<file path="src/rtl/nn_stream_pkg.sv">
// Shared types for the neural-network streaming datapath.
package nn_stream_pkg;
    localparam int ELEM_W = 16;

    typedef logic [ELEM_W-1:0] elem_t;
    typedef enum logic {ORDER_FWD, ORDER_REV}   order_e;
    typedef enum logic {SER_IDLE, SER_STREAM}   ser_state_e;
endpackage

</file>
<file path="src/rtl/serializer_lane.sv">
// One lane: holds a LEN-element vector and presents the element selected by idx.
module serializer_lane #(
    parameter int N     = 16,
    parameter int LEN   = 3,
    parameter int IDX_W = $clog2(LEN)
) (
    input  logic                    clk,
    input  logic                    rst,
    input  logic                    load_i,
    input  logic [LEN-1:0][N-1:0]   data_i,
    input  logic [IDX_W-1:0]        idx_i,
    output logic [N-1:0]            elem_o
);
    logic [LEN-1:0][N-1:0] vec_q;

    always_ff @(posedge clk) begin
        if (rst)         vec_q <= '0;
        else if (load_i) vec_q <= data_i;
    end

    // Registered vector muxed by registered index: no path from data_i to elem_o.
    assign elem_o = vec_q[idx_i];
endmodule

</file>
<file path="src/rtl/vector_serializer.sv">
// Parallel-to-serial vector streamer with replay, order select and valid/ready on both sides.
module vector_serializer
    import nn_stream_pkg::*;
#(
    parameter int   N     = 16,
    parameter int   LEN   = 3,
    parameter int   CH    = 1,
    parameter int   REP_W = 8,
    localparam int  IDX_W = $clog2(LEN)
) (
    input  logic                          clk,
    input  logic                          rst,
    input  logic                          in_valid,
    output logic                          in_ready,
    input  logic [CH-1:0][LEN-1:0][N-1:0] in_data,
    input  logic                          in_reverse,
    input  logic [REP_W-1:0]              in_reps,
    output logic                          out_valid,
    input  logic                          out_ready,
    output logic [CH-1:0][N-1:0]          out_data,
    output logic [IDX_W-1:0]              out_idx,
    output logic                          out_last_elem,
    output logic                          out_last,
    output logic                          busy
);
    localparam logic [IDX_W-1:0] IDX_LAST = IDX_W'(LEN - 1);

    ser_state_e         state_q, state_d;
    order_e             ord_q, ord_d;
    logic [IDX_W-1:0]   idx_q, idx_d;
    logic [REP_W-1:0]   reps_q, reps_d;
    logic               fire, load, last_elem;
    logic [CH-1:0][N-1:0] lane_elem;

    assign out_valid     = (state_q == SER_STREAM);
    assign busy          = out_valid;
    assign last_elem     = out_valid && ((ord_q == ORDER_REV) ? (idx_q == '0) : (idx_q == IDX_LAST));
    assign out_last_elem = last_elem;
    assign out_last      = last_elem && (reps_q == REP_W'(1));
    assign fire          = out_valid && out_ready;
    // Ready also on the final accepted beat so the next vector follows without a gap.
    assign in_ready      = (state_q == SER_IDLE) || (fire && out_last);
    assign load          = in_valid && in_ready;
    assign out_idx       = idx_q;

    always_comb begin
        state_d = state_q;
        ord_d   = ord_q;
        idx_d   = idx_q;
        reps_d  = reps_q;
        if (load) begin
            state_d = SER_STREAM;
            ord_d   = in_reverse ? ORDER_REV : ORDER_FWD;
            idx_d   = in_reverse ? IDX_LAST : '0;
            reps_d  = (in_reps == '0) ? REP_W'(1) : in_reps;
        end else if (fire) begin
            if (last_elem) begin
                if (reps_q > REP_W'(1)) begin
                    reps_d = reps_q - REP_W'(1);
                    idx_d  = (ord_q == ORDER_REV) ? IDX_LAST : '0;
                end else begin
                    state_d = SER_IDLE;
                    idx_d   = '0;
                end
            end else begin
                idx_d = (ord_q == ORDER_REV) ? idx_q - IDX_W'(1) : idx_q + IDX_W'(1);
            end
        end
    end

    always_ff @(posedge clk) begin
        if (rst) begin
            state_q <= SER_IDLE;
            ord_q   <= ORDER_FWD;
            idx_q   <= '0;
            reps_q  <= '0;
        end else begin
            state_q <= state_d;
            ord_q   <= ord_d;
            idx_q   <= idx_d;
            reps_q  <= reps_d;
        end
    end

    for (genvar c = 0; c < CH; c++) begin : g_lane
        serializer_lane #(.N(N), .LEN(LEN), .IDX_W(IDX_W)) u_lane (
            .clk    (clk),
            .rst    (rst),
            .load_i (load),
            .data_i (in_data[c]),
            .idx_i  (idx_q),
            .elem_o (lane_elem[c])
        );
    end

    assign out_data = out_valid ? lane_elem : '0;
endmodule
</file>
<file path="config.mk">
export PLATFORM = sky130hd
export DESIGN_NAME = vector_serializer
export DESIGN_NICKNAME = d
export VERILOG_FILES = /design/src/rtl/nn_stream_pkg.sv /design/src/rtl/serializer_lane.sv /design/src/rtl/vector_serializer.sv
export SDC_FILE = /design/constraint.sdc
export NUM_CORES = 1
export LEC_CHECK = 0
export CORE_MARGIN = 5
export CORE_UTILIZATION = 48
export DETAILED_ROUTE_END_ITERATION = 8
export PLACE_DENSITY = 0.8
export SYNTH_ARGS = -nofsm -noshare
export SYNTH_HDL_FRONTEND = slang
export SYNTH_SLANG_ARGS = --single-unit
</file>
<file path="constraint.sdc">
create_clock -name clk -period 2.72 [get_ports clk]
set_clock_uncertainty 0.1 [all_clocks]
set_input_delay 0.408 -clock clk [delete_from_list [all_inputs] [get_ports clk]]
set_output_delay 0.408 -clock clk [all_outputs]
set_load 0.05 [all_outputs]
</file>
Yosys cells after proc, flatten, opt, wreduce, memory -nomap -nowiden --
Index checks and enable logic that the tools add are counted.
Operators by class: $add $sub $neg 3, multiply operators 0, div/mod/pow operators 0, $lt $le $gt $ge 2, equality and inequality tests 3, shift operators 0, muxes and demuxes 21, bitwise logic cells 1, reduce and logical (&&, ||, !) cells 13
Operator list (number):
- two-way mux 8 bit | 5
- binary-select mux 16 bit (select 2 bit) | 1
- two-way mux 16 bit | 2
- two-way mux 2 bit | 7
- equality test 8 x 1 -> 1 bit (second input constant) | 1
- > comparator 8 x 1 -> 1 bit (second input constant) | 1
- zero test 8 bit | 1
- subtractor 8 x 1 -> 8 bit (second input constant) | 1
- two-way mux 1 bit | 6
- AND reduction 3 bit | 2
- nonzero test 2 bit | 3
- logical AND 1 bit | 5
- less-than comparator 2 x 3 -> 1 bit (second input constant) | 1
- adder 2 x 1 -> 2 bit (second input constant) | 1
- equality test 2 bit (second input constant) | 1
- zero test 2 bit | 1
- inequality test 2 x 1 -> 1 bit (second input constant) | 1
- subtractor 2 x 1 -> 2 bit (second input constant) | 1
- logical OR 1 bit | 1
- inverter 1 bit | 1
Word-level totals: register bits after elaboration 60, bits in latches 0, bits in writable memories 0, ROM bits 0, input port bits 61, output and inout port bits 23, word-level logic and storage cells 50, memories kept 0

Depth between registers and ports, before layout --
word-level depth 9, mapped depth 9, mapped depth without buffers 7

Cells and area by module --
Synthesis repeated with hierarchy kept, for this count alone.
Second synthesis, totals: cell total of the unflattened synthesis 319, area, all modules 3065.4 µm²
Modules (own cells, without submodules):
- serializer_lane | times used 1, cells each 194, area each 2099.5 µm², seq. area each 960.9 µm²
- vector_serializer | times used 1, cells each 125, area each 965.9 µm², seq. area each 240.2 µm²

Worst setup path before layout --
Ideal clock, no wire load.
path kind register -> output, from register idx_q[1], in the netlist out_idx[1], to output out_last, data arrival time 2.449 ns, data required time 2.212 ns, slack -0.237 ns, stages on the path, launching flop included 6, path buffers 1, cell sequence dfxtp_1 > clkbuf_1 > xnor2_1 > nor2_1 > nand2_1 > nor3_1
Between the ends: longest elaborated chain between the ends 4, elaborated cells on any way between the ends 5, classes of those cells 1 x eq/ne; 1 x mux; 3 x reduce/logical
RTL lines:
- start, declared | RTL line vector_serializer.sv:30 | logic [IDX_W-1:0] idx_q, idx_d;
- start signal, assigned | RTL line vector_serializer.sv:80 | idx_q <= idx_d;
- equality test 2 bit / zero test 2 bit (equally long branches) | RTL line vector_serializer.sv:37 | assign last_elem = out_valid && ((ord_q == ORDER_REV) ? (idx_q == '0) : (idx_q == IDX_LAST));
- two-way mux 1 bit * | RTL line vector_serializer.sv:37
- logical AND 1 bit * | RTL line vector_serializer.sv:37
- logical AND 1 bit * | RTL line vector_serializer.sv:39 | assign out_last = last_elem && (reps_q == REP_W'(1));
- end, declared | RTL line vector_serializer.sv:23 | output logic out_last,
Mark *: on every way between the ends. The rest lies on a longest branch, timed or not.

Final worst setup path --
from register reps_q[1], to output in_ready
Between the ends: longest elaborated chain between the ends 4
RTL lines:
- start, declared | RTL line vector_serializer.sv:31 | logic [REP_W-1:0] reps_q, reps_d;
- start signal, assigned | RTL line vector_serializer.sv:81 | reps_q <= reps_d;
- equality test 8 x 1 -> 1 bit | RTL line vector_serializer.sv:39
- logical AND 1 bit | RTL line vector_serializer.sv:39
- logical AND 1 bit | RTL line vector_serializer.sv:42 | assign in_ready = (state_q == SER_IDLE) || (fire && out_last);
- logical OR 1 bit | RTL line vector_serializer.sv:42
- end, declared | RTL line vector_serializer.sv:14 | output logic in_ready,
Every way passes these cells.

==> flow_summary.json <==
{
  "outcome": "completed",
  "cts.sinks": 60,
  "rsz0062_at_grt": "false",
  "worstMarginPinSlew_ns": 0.613,
  "drv_slew": 0,
  "cts_resized": 0,
  "drtIter0Drc": 198,
  "cts_setup_buffers": 0,
  "syn_nets": 452,
  "wl_per_cell_um": 14.7,
  "cellPowerDensity_mw_per_mm2": 578,
  "antenna_cells": 0,
  "hold_buffers": 0,
  "syn_area_per_cell_um2": 7.58,
  "vias_per_cell": 5.41,
  "grt_max_degree": 49,
  "grt_pass1_vias": 2934,
  "gp_congestion": 0.840,
  "cts.path.max_buffers": 2,
  "ys.flop_type": "dfxtp_1",
  "yosys_warnings": 0,
  "rows": 28,
  "cts_root_buf": "clkbuf_8",
  "tns_ns": 0,
  "wl_um": 7990,
  "cp.depth": 6,
  "reg2reg_depth": 8,
  "grt_overflow": 0,
  "dieArea_mm2": 0.00781,
  "finalCriticalPeriod_ns": 2.53,
  "io_buffer_count": 83,
  "hold_viol_final": 0,
  "core_mm2": 0.00596,
  "clock_latency_ns": 0.33,
  "timing.final.crit_share_pct": 93.0,
  "drc_errors": 0,
  "syn-cell-area_mm2": 0.00295,
  "slowest_stage": "or3b_4",
  "power_w": 0.00237,
  "crit_fanout": 4,
  "grtUsageTotal_pct": 21.3,
  "path_cells": "inv_1 -> ha_1 -> or3b_4 -> o41ai_4 -> buf_4 -> buf_12",
  "synth_top_cell_area_share_pct": 40.7,
  "num_vias": 2943,
  "h-tree-depth": 3,
  "crit_arrival_ns": 2.02,
  "drive_gt1_share_pct": 12.6,
  "ioPinCount": 84,
  "max_freq_mhz": 395,
  "dp_hpwl_um": 5580,
  "cts_buffers": 9,
  "drv_cap": 0,
  "die_h_um": 88.4,
  "grt_pass1_wl_um": 13000,
  "synthTopCellsByCount": "nand2_1 (124), dfxtp_1 (60), a21oi_1 (56)",
  "cts_tree": "built",
  "antenna_found_initial": 0,
  "worstSetupStartpointType": "flop",
  "ant_nets": 0,
  "crit_type": "reg2out",
  "max-vdd-ir-drop_v": 0.000382,
  "cpPeakStageDelay_ns": 0.41,
  "start_util_pct": 49.5,
  "area_growth_pct": 38.8,
  "n_fill_cell": 534,
  "yosys.cell_count.top_type": "nand2_1",
  "hold-path-cell-count": 2,
  "setup_violations": 0,
  "synth_edf_count": 0,
  "ys_top_cells_by_area": "dfxtp_1 (41%), nand2_1 (16%), a21oi_1 (9.5%)",
  "critPathBufInv": 3,
  "ys_seq_area_share_pct": 40.7,
  "critPathTopFamily": "buffers and inverters",
  "ys_async_sr_fraction_pct": 0,
  "p_leak_nw": 1.54,
  "synth_cells": 389,
  "hold_class": "reg2reg",
  "die_w_um": 88.4,
  "netlist.top_cell.by_area": "dfxtp_1",
  "finalNetCount": 528,
  "seqCellArea_mm2": 0.00120,
  "critPathCaptureType": "output port",
  "synth_seq_cells": 60,
  "dr.pass1.iters": 4,
  "relSlewSlack_pct": 59.2,
  "path_clk_slew_ns": 0.07,
  "worstPathRequired_ns": 2.21,
  "multi_input_area_mm2": 0.00158,
  "synthDistinctLibCells": 45
}
cells in the final DEF, fill, tap and decap left out, drive strengths merged, types with 5 or more instances in the layout:
cell type and count:
o21ai 12, clkdlybuf4s50 62, nor3 5, buf 33, nor2 6, clkbuf 11, and2 18, a21oi 56
o22ai 7, or4 5, mux2i 17, nand3 8, nand2 124, dfxtp 60
worst reg2reg max path: stages (launching register included):
cell and delay, ns:
dfxtp_1 0.33, inv_1 0.08, ha_1 0.16, or3b_4 0.41, o41ai_4 0.36, and2_2 0.34, buf_4 0.27, nand2_1 0.09
a21oi_1 0.14
layout make-up:
cell class / instances / area share (%)
clock buffer: 11 / 3.70
inverter: 5 / 0.459
tap: 75 / 2.29
sequential: 60 / 29.4
timing repair buffer: 95 / 24.2
multi-input combinational: 294 / 38.7
clock inverter: 4 / 1.19
state kept, by name (all words and copies together), names as in the netlist:
| name | cells |
|---|---|
| busy | 1 |
| g_lane.u_lane.vec_q | 48 |
| ord_q | 1 |
| reps_q | 8 |
| out_idx | 2 |
report_power, final:
group / switching, W / internal, W
registers: 0.0000433 / 0.000941
clock network: 0.000351 / 0.000466
logic: 0.000309 / 0.000255
kinds of logic after synthesis:
family	synth area share [%]
compound gates	18.7
xor+xnor	0.297
fa+ha+maj	0.849
buf+inv	5.90
flops	40.7
mux	6.15
simple gates	27.3
path summary, 6_finish.rpt:
path                                                             start                                      to  slack [ns]
worst min register to register  g_lane[0].u_lane.vec_q[1]$_SDFFE_PP0N_  g_lane[0].u_lane.vec_q[1]$_SDFFE_PP0N_        0.36
worst min-delay path            g_lane[0].u_lane.vec_q[1]$_SDFFE_PP0N_  g_lane[0].u_lane.vec_q[1]$_SDFFE_PP0N_        0.36
worst max-delay path                            reps_q[1]$_SDFFE_PP0P_                                in_ready        0.19
worst max register to register                  reps_q[1]$_SDFFE_PP0P_  g_lane[0].u_lane.vec_q[8]$_SDFFE_PP0N_        0.34
metrics by stage:
stage | std cells | hold WS [ns] | utilization [%] | instance area, µm² | setup slack [ns]
after floorplan | 389 | 0.336 | - | 2970 | 0.0206
after global placement | 529 | 0.341 | 65.3 | 3890 | 0.340
after detailed placement | 529 | 0.346 | 65.3 | 3890 | 0.269
after CTS | 544 | 0.356 | 68.7 | 4090 | 0.190
after global routing | 544 | 0.373 | 68.7 | 4090 | 0.0844
final | 544 | 0.356 | 68.7 | 4090 | 0.190
routing by layer:
| layer | track usage (%) | part of all wire [%] | vias up |
|---|---|---|---|
| li1 | - | - | 1485 |
| met5 | 0 | 0 | - |
| met4 | 8.38 | 2.0 | 0 |
| met1 | 24.2 | 41 | 1326 |
| met3 | 6.15 | 7.8 | 14 |
| met2 | 37.5 | 50 | 118 |
Power figures use the tool's default switching activity.
